## src/rtl/exec_sequencer_if.sv

```systemverilog
// Console/debug <-> sequencer bundle: run-control requests in, phase/status out.
// The master side is the console; the sequencer is the slave.
interface exec_sequencer_if #(
  parameter int NPHASE = 4,
  parameter int PW     = 3,
  parameter int CNTW   = 16
);
  logic              run;
  logic              halt;
  logic              cont;
  logic              step;
  logic [PW-1:0]     cs;
  logic [NPHASE-1:0] phase;
  logic              running;
  logic              halted;
  logic              retire;
  logic [CNTW-1:0]   icount;

  modport master (
    output run, halt, cont, step,
    input  cs, phase, running, halted, retire, icount
  );

  modport slave (
    input  run, halt, cont, step,
    output cs, phase, running, halted, retire, icount
  );
endinterface

```

## src/rtl/exec_sequencer.sv

```systemverilog
// tinycpu instruction-cycle sequencer: NPHASE phases per instruction, with
// deferred halt, single-step and a wrapping retired-instruction counter.
module exec_sequencer #(
  parameter int NPHASE = 4,
  parameter int PW     = 3,
  parameter int CNTW   = 16
) (
  input  logic             clk,
  input  logic             reset,
  exec_sequencer_if.slave  bus
);

  localparam logic [1:0]    ST_IDLE   = 2'd0;
  localparam logic [1:0]    ST_EXEC   = 2'd1;
  localparam logic [1:0]    ST_HALTED = 2'd2;
  localparam logic [PW-1:0] LAST_PH   = PW'(NPHASE - 1);

  logic [1:0]      r_state;
  logic [PW-1:0]   r_phIdx;
  logic            r_haltPend;
  logic            r_stepMode;
  logic [CNTW-1:0] r_icount;

  logic w_exec;
  logic w_last;
  logic w_stopNow;

  assign w_exec    = (r_state == ST_EXEC);
  assign w_last    = w_exec && (r_phIdx == LAST_PH);
  // A halt raised in the final phase itself still stops at this boundary.
  assign w_stopNow = r_haltPend | bus.halt | r_stepMode;

  always_ff @(posedge clk or negedge reset) begin
    if (!reset) begin
      r_state    <= ST_IDLE;
      r_phIdx    <= '0;
      r_haltPend <= 1'b0;
      r_stepMode <= 1'b0;
      r_icount   <= '0;
    end else begin
      case (r_state)
        ST_IDLE: begin
          if (bus.run) begin
            r_state <= ST_EXEC;
            r_phIdx <= '0;
          end
        end
        ST_EXEC: begin
          if (bus.halt) r_haltPend <= 1'b1;
          if (w_last) begin
            r_icount <= r_icount + CNTW'(1);
            r_phIdx  <= '0;
            if (w_stopNow) begin
              r_state    <= ST_HALTED;
              r_haltPend <= 1'b0;
              r_stepMode <= 1'b0;
            end
          end else begin
            r_phIdx <= r_phIdx + PW'(1);
          end
        end
        ST_HALTED: begin
          // cont takes priority over step when both are requested.
          if (bus.cont) begin
            r_state    <= ST_EXEC;
            r_phIdx    <= '0;
            r_stepMode <= 1'b0;
          end else if (bus.step) begin
            r_state    <= ST_EXEC;
            r_phIdx    <= '0;
            r_stepMode <= 1'b1;
          end
        end
        default: begin
          r_state <= ST_IDLE;
          r_phIdx <= '0;
        end
      endcase
    end
  end

  assign bus.cs      = w_exec ? (r_phIdx + PW'(1)) : '0;
  assign bus.phase   = w_exec ? (NPHASE'(1) << r_phIdx) : '0;
  assign bus.running = w_exec;
  assign bus.halted  = (r_state == ST_HALTED);
  assign bus.retire  = w_last;
  assign bus.icount  = r_icount;

endmodule

```

## src/flat_wrapper.sv

```systemverilog
// flat-port wrapper written by rule: the top's interface ports become plain ports
module exec_sequencer_flat 
#(
  parameter int NPHASE = 4,
  parameter int PW     = 3,
  parameter int CNTW   = 16
)
  (clk, reset, bus_run, bus_halt, bus_cont, bus_step, bus_cs, bus_phase, bus_running, bus_halted, bus_retire, bus_icount);
  exec_sequencer_if #(.NPHASE(NPHASE), .PW(PW), .CNTW(CNTW)) bus_i ();
  input  logic clk;
  input  logic reset;
  input wire logic [$bits(bus_i.run)-1:0] bus_run;
  input wire logic [$bits(bus_i.halt)-1:0] bus_halt;
  input wire logic [$bits(bus_i.cont)-1:0] bus_cont;
  input wire logic [$bits(bus_i.step)-1:0] bus_step;
  output wire logic [$bits(bus_i.cs)-1:0] bus_cs;
  output wire logic [$bits(bus_i.phase)-1:0] bus_phase;
  output wire logic [$bits(bus_i.running)-1:0] bus_running;
  output wire logic [$bits(bus_i.halted)-1:0] bus_halted;
  output wire logic [$bits(bus_i.retire)-1:0] bus_retire;
  output wire logic [$bits(bus_i.icount)-1:0] bus_icount;
  assign bus_i.run = bus_run;
  assign bus_i.halt = bus_halt;
  assign bus_i.cont = bus_cont;
  assign bus_i.step = bus_step;
  assign bus_cs = bus_i.cs;
  assign bus_phase = bus_i.phase;
  assign bus_running = bus_i.running;
  assign bus_halted = bus_i.halted;
  assign bus_retire = bus_i.retire;
  assign bus_icount = bus_i.icount;
  exec_sequencer #(.NPHASE(NPHASE), .PW(PW), .CNTW(CNTW)) u_core (.clk(clk), .reset(reset), .bus(bus_i));
endmodule
```

## config.mk

```make
export PLATFORM = sky130hd
export DESIGN_NAME = exec_sequencer_flat
export DESIGN_NICKNAME = d
export VERILOG_FILES = /design/src/rtl/exec_sequencer_if.sv /design/src/rtl/exec_sequencer.sv /design/src/flat_wrapper.sv
export SDC_FILE = /design/constraint.sdc
export NUM_CORES = 1
export LEC_CHECK = 0
export CORE_MARGIN = 2
export CORE_UTILIZATION = 35
export CTS_CLUSTER_SIZE = 12
export DETAILED_ROUTE_END_ITERATION = 6
export PLACE_DENSITY = 0.73
export SETUP_SLACK_MARGIN = 0.3
export SLEW_MARGIN = 10
export SYNTH_ARGS = -nofsm -noshare
export SYNTH_HDL_FRONTEND = slang
export SYNTH_SLANG_ARGS = --single-unit
```

## constraint.sdc

```tcl
create_clock -name clk -period 1.7 [get_ports clk]
set_input_delay 0.425 -clock clk [delete_from_list [all_inputs] [get_ports clk]]
set_output_delay 0.425 -clock clk [all_outputs]
set_load 0.03 [all_outputs]
```

==> impl_metrics.ini <==
[detailed_routing]
drt-total-wl_mm = 3.10
dr.pass1.iters = 4
drt_iter0_drc = 18
wl_per_cell_um = 14.2
viasPerCell = 4.74
dr_total_vias = 1039
drc = 0
ant_nets = 0

[place]
dp_hpwl_mm = 1.79
finalWeightedCongestion = 0.787
port_buffers = 31

[setup_path]
r2r_start = u_core.r_phIdx[1]$_DFFE_PN0P_
slowest_stage = dfrtp_1
reg2reg_slack_ps = -50
path_cells = ha_2 -> ha_4 -> nor2_4 -> buf_6
worst-path-max-fanout = 4
cp.required_ps = 1270
cp-end-kind = primary output
cp.arrival_ps = 1400
cp-start-kind = register
worstSetupPathType = reg -> out
startpoint = u_core.r_phIdx[1]$_DFFE_PN0P_
max_stage_delay_ps = 440

[synthesis]
synth_xor_area_frac = 0.114
synth_compound_area_frac = 0.0490
ys_warn_count = 0
synth_top_family_by_area = simple AND/OR/NAND/NOR gates
yosysTopAreaCellShare = 0.501
synth_nets = 120
synth_top_area_cell = dfrtp_1
yosysSeqAreaShare = 0.501
synthAdderAreaFrac = 0.0654
ys_ff_latch = 23
yosys.cell_types.count = 27
syn_inst = 108
yosys.area_share.simple = 0.215
synthMuxAreaShare = 0.0131
synthTopCellsByArea = dfrtp_1, xnor2_1, ha_1
synth_area_per_cell_um2 = 10.6
synthesis.area_mm2 = 0.00115

[finish]
final_common_cell = buf_4
syn_to_final_growth_pct = 73.2
final_cell_mix = buf_4, buf_6, dfrtp_1, xnor2_1, buf_2
utilization = 0.646
layout-drive-gt1-share = 0.623
num_antenna_cells = 0
fin_nets = 188

[floorplan]
row_count = 20
core_area_mm2 = 0.00308
die_h_um = 61.3
start_util = 0.373
io_pins = 32
dieArea_mm2 = 0.00376
die_w_um = 61.3

[timing]
worst_slew_pin_slew_ps = 299
hold_viol = 0
relSlewSlack = 0.801
min_period_ps = 1820
finClkSkew_ps = 8.05
final.period_utilization = 1.07
fmax_mhz = 549
fin_ws_ps = -122
final.setup.tns_ps = -852
finalSetupViolCount = 11
drv_slew = 0
rsz0062_at_grt = yes

[grt]
grt_max_degree = 24
globalRouteTotalUtil = 0.169
grt_pass1_wl_mm = 4.58
overflow = 0
grt_pass1_vias = 1026
antenna_found_initial = 0

[clock_network]
root_buffer = clkbuf_4
path_clk_slew_ps = 130
cts-buffers-inserted = 3
clk_latency_ps = 320
cts_tree = built
htree_levels = 1
cts_buffer_depth = 2
clkSinkCount = 23

[run_status]
status = complete, but fails checks
violations = setup timing

[power_and_ir_drop]
irDropWorstVdd_mv = 1.14
power_mw = 2.87
p_per_area_mw_per_mm2 = 1440
cellLeakagePower_nw = 0.961

[hold_path]
holdCritPathClass = in -> async

[job]
cap_violations = 0
## cells by family after synthesis
kind of cell	count (synthesis)
buffers and inverters	10
AND/OR/NAND/NOR	43
adder cells (fa/ha/maj)	6
flip-flops	23
multiplexers	1
XOR/XNOR	15
AO/OA/AOI/OAI	10
## where the power goes
group	total (mW)	switching, mW	internal [mW]	leakage, nW
clock network	0.254	0.166	0.0881	0.0177
logic	1.85	0.955	0.892	0.648
registers	0.773	0.114	0.659	0.295
total	2.87	1.24	1.64	0.961
## worst paths after layout
| path | cells past startpoint | end |
|---|---|---|
| hold / removal | 2 | u_core.bus.icount[12]$_DFFE_PN0P_ |
| max in group asynchronous | 2 | u_core.bus.icount[4]$_DFFE_PN0P_ |
| setup reg to reg | 7 | u_core.bus.icount[10]$_DFFE_PN0P_ |
| min in group clk | 1 | u_core.bus.icount[15]$_DFFE_PN0P_ |
| hold reg to reg | 1 | u_core.bus.icount[15]$_DFFE_PN0P_ |
| setup / recovery | 4 | bus_cs[2] |
## routing by layer
metal | vias to the layer above | GRT usage | routed length, um
met5 | - | 0 | 0
met4 | 0 | 0.0745 | 65
met3 | 7 | 0.0294 | 174
met2 | 34 | 0.315 | 1700
met1 | 504 | 0.186 | 1160
li1 | 494 | - | -
## area by class of cell
cell class                 instances  area (um2)
fill                             254        1090
multi-input combinational         75         728
sequential                        23         583
timing repair buffer              65         558
tap                               44        55.1
inverter                           8        37.5
clock buffer                       3        22.5
clock inverter                     1        5.00
## what timing repair did
| action | in CTS | in global routing |
|---|---|---|
| pin swaps | 15 | 14 |
| gates cloned | 0 | 0 |
| gates resized for setup | 119 | 41 |
| hold buffers | 0 | 0 |
| endpoints found under the setup margin | 39 | 39 |
| setup buffers | 12 | 19 |
## worst max-delay path, delay by kind of cell, from the launching register on
kind,cells,cell delay [ps]
DFF,1,440
and+or+nand+nor,1,30
buffers and inverters,1,120
adders and majority gates,2,480
## flip-flops by register name, indices dropped and copies added (netlist names)
signal / count
u_core.bus.icount: 16
u_core.r_phIdx: 3
u_core.r_state: 2
u_core.r_haltPend: 1
u_core.r_stepMode: 1
## through the flow
stage / hold WS, ps / worst slack [ps] / instances / instance area (um2)
after global routing: 444 / -177 / 219 / 1990
after global placement: 465 / 112 / 184 / 1530
final: 436 / -122 / 219 / 1990
after floorplan: 129 / 108 / 108 / 1190
after detailed placement: 479 / 36.2 / 184 / 1530
after CTS: 444 / -119 / 200 / 1740
## synthesized netlist by cell type
cell type and number:
nor2_1 8, nor4_1 1, inv_1 7, nor4_2 1, nor2b_1 1, o2bb2ai_1 1, nand2b_1 2, xnor2_1 10
xor2_1 5, inv_2 1, dfrtp_1 23, ha_1 6, mux2_4 1, a21oi_1 4, and4b_1 1, nand4_1 2
o21ai_0 4, nand3_1 5, nand2_1 8, buf_6 1, and4_1 2, nand4_2 1, and3_1 7, nand2b_2 1
buf_4 1, a211oi_1 1, and2_1 3
(Power assumes the default switching activity.)
